$ cat src/rtl/reg_bank_arbiter_pkg.sv
`default_nettype none
// ============================================================================
// Module   : reg_bank_arbiter_pkg
// Brief    : Shared operation codes, FSM states and helpers for the arbiter.
// Revision : 1.0
// ============================================================================
package reg_bank_arbiter_pkg;

    localparam logic [1:0] OP_DEC  = 2'b00;
    localparam logic [1:0] OP_INC  = 2'b01;
    localparam logic [1:0] OP_LOAD = 2'b10;
    localparam logic [1:0] OP_CLR  = 2'b11;

    typedef enum logic [0:0] {
        IDLE  = 1'b0,
        ISSUE = 1'b1
    } state_e;

    // Load and clear always occupy exactly one enable cycle.
    function automatic logic is_single_shot(input logic [1:0] op);
        return (op == OP_LOAD) || (op == OP_CLR);
    endfunction

endpackage
`default_nettype wire

$ cat src/rtl/reg_bank_arbiter_rr_arbiter2.sv
`default_nettype none
// ============================================================================
// Module   : rr_arbiter2
// Brief    : Two-way round-robin arbiter; pointer toggles on each advance.
// Revision : 1.0
// ============================================================================
module rr_arbiter2 (
    input  logic       Clock,
    input  logic       rst,
    input  logic [1:0] req_i,
    input  logic       advance_i,
    output logic [1:0] gnt_o
);

    // ptr_q == 0 favours requester 0 (A) when both request.
    logic ptr_q;
    logic ptr_d;

    always_comb begin
        gnt_o = 2'b00;
        case (req_i)
            2'b01:   gnt_o = 2'b01;
            2'b10:   gnt_o = 2'b10;
            2'b11:   gnt_o = ptr_q ? 2'b10 : 2'b01;
            default: gnt_o = 2'b00;
        endcase
    end

    always_comb begin
        ptr_d = ptr_q;
        if (advance_i) begin
            ptr_d = ~ptr_q;
        end
    end

    always_ff @(posedge Clock) begin
        if (rst) begin
            ptr_q <= 1'b0;
        end else begin
            ptr_q <= ptr_d;
        end
    end

endmodule
`default_nettype wire

$ cat src/rtl/reg_bank_arbiter.sv
`default_nettype none
// ============================================================================
// Module   : reg_bank_arbiter
// Brief    : Round-robin burst arbiter driving a shared register bank.
// Revision : 1.0
// ============================================================================
module reg_bank_arbiter
    import reg_bank_arbiter_pkg::*;
#(
    parameter int NREG  = 4,
    parameter int SEL_W = 2,
    parameter int CNT_W = 4
) (
    input  logic             Clock,
    input  logic             rst,
    input  logic             a_valid,
    output logic             a_ready,
    input  logic [SEL_W-1:0] a_sel,
    input  logic [1:0]       a_op,
    input  logic [15:0]      a_data,
    input  logic [CNT_W-1:0] a_count,
    output logic             a_done,
    input  logic             b_valid,
    output logic             b_ready,
    input  logic [SEL_W-1:0] b_sel,
    input  logic [1:0]       b_op,
    input  logic [15:0]      b_data,
    input  logic [CNT_W-1:0] b_count,
    output logic             b_done,
    output logic [NREG-1:0]  reg_E,
    output logic [1:0]       reg_FunSel,
    output logic [15:0]      reg_I,
    output logic             busy,
    output logic             sel_err
);

    state_e           state_q;
    logic             owner_q;
    logic [CNT_W-1:0] cnt_q;
    logic [NREG-1:0]  reg_E_q;
    logic [1:0]       funsel_q;
    logic [15:0]      reg_I_q;
    logic             a_done_q;
    logic             b_done_q;
    logic             sel_err_q;

    logic [1:0]       gnt;
    logic             accept_a;
    logic             accept_b;
    logic             accept;
    logic [SEL_W-1:0] sel_m;
    logic [1:0]       op_m;
    logic [15:0]      data_m;
    logic [CNT_W-1:0] count_m;
    logic [CNT_W-1:0] len_d;
    logic [NREG-1:0]  onehot_d;
    logic             oob_d;

    rr_arbiter2 u_rr (
        .Clock     (Clock),
        .rst       (rst),
        .req_i     ({b_valid, a_valid}),
        .advance_i (accept),
        .gnt_o     (gnt)
    );

    // Ready is held off during reset so nothing is accepted on a reset edge.
    assign a_ready  = (state_q == IDLE) && !rst && gnt[0];
    assign b_ready  = (state_q == IDLE) && !rst && gnt[1];
    assign accept_a = a_valid && a_ready;
    assign accept_b = b_valid && b_ready;
    assign accept   = accept_a || accept_b;

    assign sel_m   = accept_b ? b_sel   : a_sel;
    assign op_m    = accept_b ? b_op    : a_op;
    assign data_m  = accept_b ? b_data  : a_data;
    assign count_m = accept_b ? b_count : a_count;

    always_comb begin
        len_d = count_m;
        if (is_single_shot(op_m) || (count_m == '0)) begin
            len_d = CNT_W'(1);
        end
    end

    assign oob_d = (int'(sel_m) >= NREG);

    always_comb begin
        onehot_d = '0;
        for (int i = 0; i < NREG; i++) begin
            if (sel_m == SEL_W'(i)) begin
                onehot_d[i] = 1'b1;
            end
        end
    end

    always_ff @(posedge Clock) begin
        if (rst) begin
            state_q   <= IDLE;
            owner_q   <= 1'b0;
            cnt_q     <= '0;
            reg_E_q   <= '0;
            funsel_q  <= 2'b00;
            reg_I_q   <= 16'h0000;
            a_done_q  <= 1'b0;
            b_done_q  <= 1'b0;
            sel_err_q <= 1'b0;
        end else begin
            a_done_q  <= 1'b0;
            b_done_q  <= 1'b0;
            sel_err_q <= 1'b0;
            case (state_q)
                IDLE: begin
                    if (accept) begin
                        state_q   <= ISSUE;
                        owner_q   <= accept_b;
                        cnt_q     <= len_d;
                        reg_E_q   <= onehot_d;
                        funsel_q  <= op_m;
                        reg_I_q   <= data_m;
                        sel_err_q <= oob_d;
                        if (len_d == CNT_W'(1)) begin
                            a_done_q <= !accept_b;
                            b_done_q <= accept_b;
                        end
                    end
                end
                ISSUE: begin
                    // cnt_q counts enable cycles still to go, including this one.
                    if (cnt_q == CNT_W'(1)) begin
                        state_q <= IDLE;
                        reg_E_q <= '0;
                    end else begin
                        cnt_q <= cnt_q - CNT_W'(1);
                        if (cnt_q == CNT_W'(2)) begin
                            a_done_q <= !owner_q;
                            b_done_q <= owner_q;
                        end
                    end
                end
                default: state_q <= IDLE;
            endcase
        end
    end

    assign reg_E      = reg_E_q;
    assign reg_FunSel = funsel_q;
    assign reg_I      = reg_I_q;
    assign a_done     = a_done_q;
    assign b_done     = b_done_q;
    assign sel_err    = sel_err_q;
    assign busy       = (state_q == ISSUE);

endmodule
`default_nettype wire
$ cat config.mk
export PLATFORM = sky130hd
export DESIGN_NAME = reg_bank_arbiter
export DESIGN_NICKNAME = d
export VERILOG_FILES = /design/src/rtl/reg_bank_arbiter_pkg.sv /design/src/rtl/reg_bank_arbiter_rr_arbiter2.sv /design/src/rtl/reg_bank_arbiter.sv
export SDC_FILE = /design/constraint.sdc
export NUM_CORES = 1
export LEC_CHECK = 0
export CORE_ASPECT_RATIO = 0.9
export CORE_MARGIN = 8
export CORE_UTILIZATION = 40
export CTS_CLUSTER_SIZE = 20
export DETAILED_ROUTE_END_ITERATION = 10
export PLACE_DENSITY = 0.8
export SLEW_MARGIN = 20
export SYNTH_ARGS = -nofsm -noshare
export SYNTH_HDL_FRONTEND = slang
export SYNTH_HIERARCHICAL = 1
export SYNTH_SLANG_ARGS = --single-unit
$ cat constraint.sdc
create_clock -name Clock -period 2.2 [get_ports Clock]
set_input_delay 0.22 -clock Clock [delete_from_list [all_inputs] [get_ports Clock]]
set_output_delay 0.22 -clock Clock [all_outputs]
set_load 0.02 [all_outputs]
== Word-level counts from Yosys, hierarchy flattened ==
Cells that the tools add are included.
Operators by class
  add/sub/neg operators: 1
  eq/ne operators: 14
  muxes and demuxes: 30
  bitwise gates (word level): 2
  reduce and logical (&&, ||, !) cells: 16
Operators by type and width (number)
  2-to-1 mux 4 bit: 6
  2-to-1 mux 16 bit: 1
  one-hot mux 4 bit (2 select lines): 2
  2-to-1 mux 1 bit: 14
  == test 2 bit, second input constant: 6
  == test 4 x 1 -> 1 bit, second input constant: 2
  2-to-1 mux 2 bit: 3
  one-hot mux 1 bit (2 select lines): 3
  one-hot mux 2 bit (3 select lines): 1
  AND reduction 2 bit: 3
  logical AND 1 bit: 5
  == test 2 x 1 -> 1 bit, second input constant: 2
  == test 4 x 2 -> 1 bit, second input constant: 1
  zero test 4 bit: 1
  inequality test 2 bit, second input constant: 2
  subtractor 4 x 1 -> 4 bit, second input constant: 1
  zero test 1 bit: 3
  logical OR 1 bit: 3
  zero test 2 bit: 1
  inequality test 2 x 1 -> 1 bit, second input constant: 1
  inverter 1 bit: 2
Word-level totals
  bits in registers: 31
  input port bits: 52
  output and inout port bits: 28

== Longest topological paths before layout ==
  depth after elaboration: 13
  gate-level depth with buffers: 8
  depth with buffers taken out: 7

== Cells and area by module ==
The synthesis kept the hierarchy.
By module, submodules not included
  reg_bank_arbiter: instances 1, cells an instance 170, area an instance 1562.7 µm²
  rr_arbiter2: instances 1, cells an instance 6, area an instance 51.3 µm²

== Least setup slack after synthesis ==
OpenSTA, ideal clock, no wires.
  path kind: register to register
  start: register u_rr.ptr_q
  end: register u_rr.ptr_q
  setup time: 0.115 ns
  data arrival time: 1.589 ns
  slack: 0.497 ns
  stages on the path, launching flop included: 9
  path through: dfxtp_1 -> inv_1 -> a21boi_0 -> a22o_1 -> nand2_2 -> inv_2 -> buf_2 -> xnor2_1 -> nor2_1
Between the ends
  word-level cells in the longest chain between the ends: 5
Ends and longest elaborated chain
  start, declared: line reg_bank_arbiter_rr_arbiter2.sv:16  | logic ptr_q;
  start signal, assigned: line reg_bank_arbiter_rr_arbiter2.sv:40  | ptr_q <= ptr_d;
  2-to-1 mux 2 bit: line reg_bank_arbiter_rr_arbiter2.sv:24  | 2'b11: gnt_o = ptr_q ? 2'b10 : 2'b01;
  one-hot mux 2 bit (3 select lines): line reg_bank_arbiter_rr_arbiter2.sv:21  | case (req_i)
  named net gnt[1]: line reg_bank_arbiter.sv:47  | logic [1:0] gnt;
  logical AND 1 bit: line reg_bank_arbiter.sv:69  | assign b_ready = (state_q == IDLE) && !rst && gnt[1];
  logical AND 1 bit: line reg_bank_arbiter.sv:71  | assign accept_b = b_valid && b_ready;
  logical OR 1 bit: line reg_bank_arbiter.sv:72  | assign accept = accept_a || accept_b;
  named net accept: line reg_bank_arbiter.sv:50  | logic accept;
The timed path passes the listed nets, and every way through them passes these cells.
A chain may end at the register's enable or synchronous reset.

== Worst setup path in the final report ==
  start: input port a_valid
  end: output port a_ready
Between the ends
  word-level cells in the longest chain between the ends: 3
Ends and longest elaborated chain
  start, declared: line reg_bank_arbiter.sv:16  | input logic a_valid,
  == test 2 bit or == test 2 x 1 -> 1 bit (tied branches): line reg_bank_arbiter_rr_arbiter2.sv:21
  one-hot mux 2 bit (3 select lines) *: line reg_bank_arbiter_rr_arbiter2.sv:21
  named net gnt[0]: line reg_bank_arbiter.sv:47
  logical AND 1 bit *: line reg_bank_arbiter.sv:68  | assign a_ready = (state_q == IDLE) && !rst && gnt[0];
  end, declared: line reg_bank_arbiter.sv:17  | output logic a_ready,
The timed path passes the listed nets; every way through them passes the cells marked *.

==> results by group <==
Yosys
  – Synth top area share: 0.384
  – Synth warn: 6
  – Synth unique cells: 44
  – Sequential-to-total area share from yosys stat: 0.384
  – Mapped cell area: 1610 µm²
  – Cell taking the most area after synthesis: dfxtp_1
  – Synthesized area per cell: 9.17 µm²
  – Yosys reg bits: 31
  – Syn nets: 231
  – Mapped Cells: approximately 180
  – Synth area leaders: dfxtp_1 (38%), mux2i_1 (11%), a211oi_1 (7.9%)

Place
  – PortBufs: 78
  – Hpwl dp: 3.48 mm
  – Cell count after placement: 298
  – Routability cong.: between 0.7 and 0.8

Route
  – Via density: 5.13
  – 1st-iter DRT viols: 60
  – Drt wl/cell: 14.5 µm
  – First-pass iteration count of the detailed router: 4
  – # DRC: 0
  – Via count: ~1600
  – Post-route ant nets: 0
  – Routed wire length: 4.44 mm

Critical path
  – Worst setup SP type: input pin
  – Critical Path AT: approximately 1900 ps
  – Setup CP Type: in -> out
  – Crit. End Element: output port
  – FF-to-FF path depth: 6
  – WP data required: about 2000 ps
  – Crit path max fanout: 5

Power
  – Peak supply drop: 0.000433 V
  – Sw Ratio: 0.287
  – Clock share of power: 0.289
  – Net Switching: 0.423 mW
  – Pwr Density: 581 nW/µm²
  – Sequential share of power: 0.432
  – Comb pwr share: 0.279
  – Cell Int Power: 1.05 mW
  – Leakage: between 1 and 1.5 nW

Clock tree
  – Clock sink count: 31
  – Clock Latency Late Sink: 270 ps
  – TritonCTS clock tree: built
  – H-tree depth: 2
  – Post-CTS Setup Inserts: 0
  – Clock buffer depth: 2
  – Clock Root Buffer: clkbuf_8
  – Num CTS Buffers: 5
  – Clock slew at reported path FFs: 70 ps

Timing
  – Unrepaired setup endpoints after global routing: false
  – Skew final: 5.39 ps
  – Tcrit/Tclk final: 0.946
  – Setup violations, final: 0
  – Fmax: just under 500 MHz
  – Min cycle time layout: 2080 ps
  – Worst Tran Pin Value: 505 ps
  – Slew Viols, Final: 0
  – Final hold slack: 452 ps
  – Max transition margin: 0.660
  – Fin Setup TNS: 0 ps
  – Hold Vio Cnt, Final: 0

Min path
  – Hold Crit Class: reg -> reg
  – Hold Path Stages: 2

GRT
  – First-pass GRT wire length: 7.51 mm
  – GR Overflow Total: 0
  – Antenna violations before repair: 0
  – Vias in the first global route: 1577
  – Gr usage total: 0.137
  – Largest net degree at the start of global routing: 33

Cells and area
  – Antenna fix cells: 0
  – Layout area overhead: 57.2%
  – Post-layout util: 0.640
  – Most common cell after layout, fill and taps aside: clkdlybuf4s50_1
  – Number of fillers in the final layout: 360
  – Most frequent cells in the layout: clkdlybuf4s50_1 (78), dfxtp_1 (31), nor2_1 (26)
  – Nets: 312
  – Post-Layout Cell Count: between 300 and 400
  – Layout cells sized above 1: 0.0891

Die
  – Die Wd: 83.0 µm
  – Io pins: 80
  – Die H: around 76 µm
  – # rows: 22
  – Initial core utilization: 0.407
  – Die Area: 6330 µm²
  – Core area: 3960 µm²

Flow run
  – Number of max-cap violations: 0

Status
  – Status: finished, final reports clean
-- routing by layer --
metal,part of all wire,global-route usage,vias to the layer above
li1,-,-,806
met2,0.47,0.227,49
met1,0.44,0.158,711
met4,0.0052,0.0316,0
met3,0.076,0.0609,5
met5,0,0,-
-- flip-flops by register name (all words and copies together) (netlist names) --
signal,count
busy,1
reg_E,4
u_rr/ptr_q,1
b_done,1
cnt_q,4
a_done,1
reg_I,16
reg_FunSel,2
owner_q,1
-- final timing paths --
check	start	to	slack, ps
worst max-delay path	a_valid	a_ready	120
worst min-delay path	reg_E[3]$_SDFFE_PP0P_	reg_E[3]$_SDFFE_PP0P_	450
worst max register to register	u_rr/ptr_q$_SDFFE_PP0P_	cnt_q[3]$_SDFFE_PP0P_	420
worst min register to register	reg_E[3]$_SDFFE_PP0P_	reg_E[3]$_SDFFE_PP0P_	450
-- per-stage QoR --
stage | area, µm² | setup slack, ps | power, mW
global route | 2540 | 53.1 | 1.56
detailed placement | 2450 | -53.0 | 1.06
CTS | 2540 | 120 | 1.49
global placement | 2450 | 48.0 | 1.05
floorplan | 1610 | 497 | 0.855
finish | 2540 | 120 | 1.47
-- kinds of logic (layout without fill, tap and decap cells) --
logic type | after synthesis | count (layout) | synth area share
and+or+nand+nor | 59 | 59 | 0.195
DFF | 31 | 31 | 0.384
AOI/OAI and AO/OA | 45 | 45 | 0.209
muxes | 18 | 18 | 0.112
adders and majority gates | 3 | 3 | 0.0233
buffers and inverters | 18 | 100 | 0.0698
other | 1 | 1 | 0.00232
xor gates and xnor gates | 1 | 1 | 0.00543
-- worst max-delay path, cell delays in order --
cell and delay (ps):
clkdlybuf4s50_1 540, a21boi_0 320, and2_1 180, clkdlybuf4s50_1 600
-- layout make-up --
type	count	area, µm²	share of cell area
multi-input combinational	127	881	0.347
inverter	5	18.8	0.00740
clock inverter	3	15.0	0.00592
sequential	31	621	0.245
tap	48	60.1	0.0237
timing repair buffer	87	873	0.344
clock buffer	5	68.8	0.0271
-- Yosys cell counts --
| cell type | n |
|---|---|
| a22o_1 | 2 |
| a311o_1 | 1 |
| nand2_1 | 7 |
| a22oi_1 | 3 |
| inv_2 | 1 |
| conb_1 | 1 |
| xnor2_1 | 1 |
| nand4bb_1 | 1 |
| a311oi_1 | 3 |
| o31ai_1 | 1 |
| buf_6 | 4 |
| nand2b_1 | 4 |
| a2111oi_2 | 1 |
| a211oi_1 | 17 |
| o21ai_0 | 2 |
| o22ai_1 | 1 |
| buf_4 | 3 |
| mux2i_1 | 18 |
| or4_1 | 1 |
| and2_1 | 3 |
| a211o_1 | 2 |
| o2bb2ai_1 | 1 |
| clkbuf_2 | 1 |
| a21boi_0 | 2 |
| clkbuf_1 | 3 |
| a21oi_1 | 6 |
| inv_1 | 4 |
| buf_2 | 2 |
| dfxtp_1 | 31 |
| ha_1 | 3 |
| and4bb_4 | 1 |
| nor3b_1 | 3 |
| and3_1 | 1 |
| nor4bb_1 | 1 |
| o21ai_1 | 1 |
| nor2_1 | 26 |
| nor2_4 | 1 |
| nand3_1 | 2 |
| or3b_2 | 1 |
| nor3_1 | 2 |
| nand2_2 | 1 |
| nor4_1 | 3 |
| nand3b_1 | 1 |
| o32ai_1 | 2 |
-- power by group through the flow --
| stage | combinational (mW) | sequential [mW] | clock (mW) |
|---|---|---|---|
| final | 0.412 | 0.636 | 0.426 |
| after global routing | 0.447 | 0.642 | 0.473 |
| after CTS | 0.416 | 0.636 | 0.442 |
| after detailed placement | 0.412 | 0.648 | 0 |
| after global placement | 0.407 | 0.647 | 0 |
| after floorplan | 0.177 | 0.678 | 0 |
-- repair_timing --
action / in CTS / in global routing
gates resized for setup: 1 / 0
hold endpoints to repair: 0 / 0
hold buffers: 0 / 0
endpoints found under the setup margin: 1 / 0
Note: power is estimated with default switching activity, not from simulation.
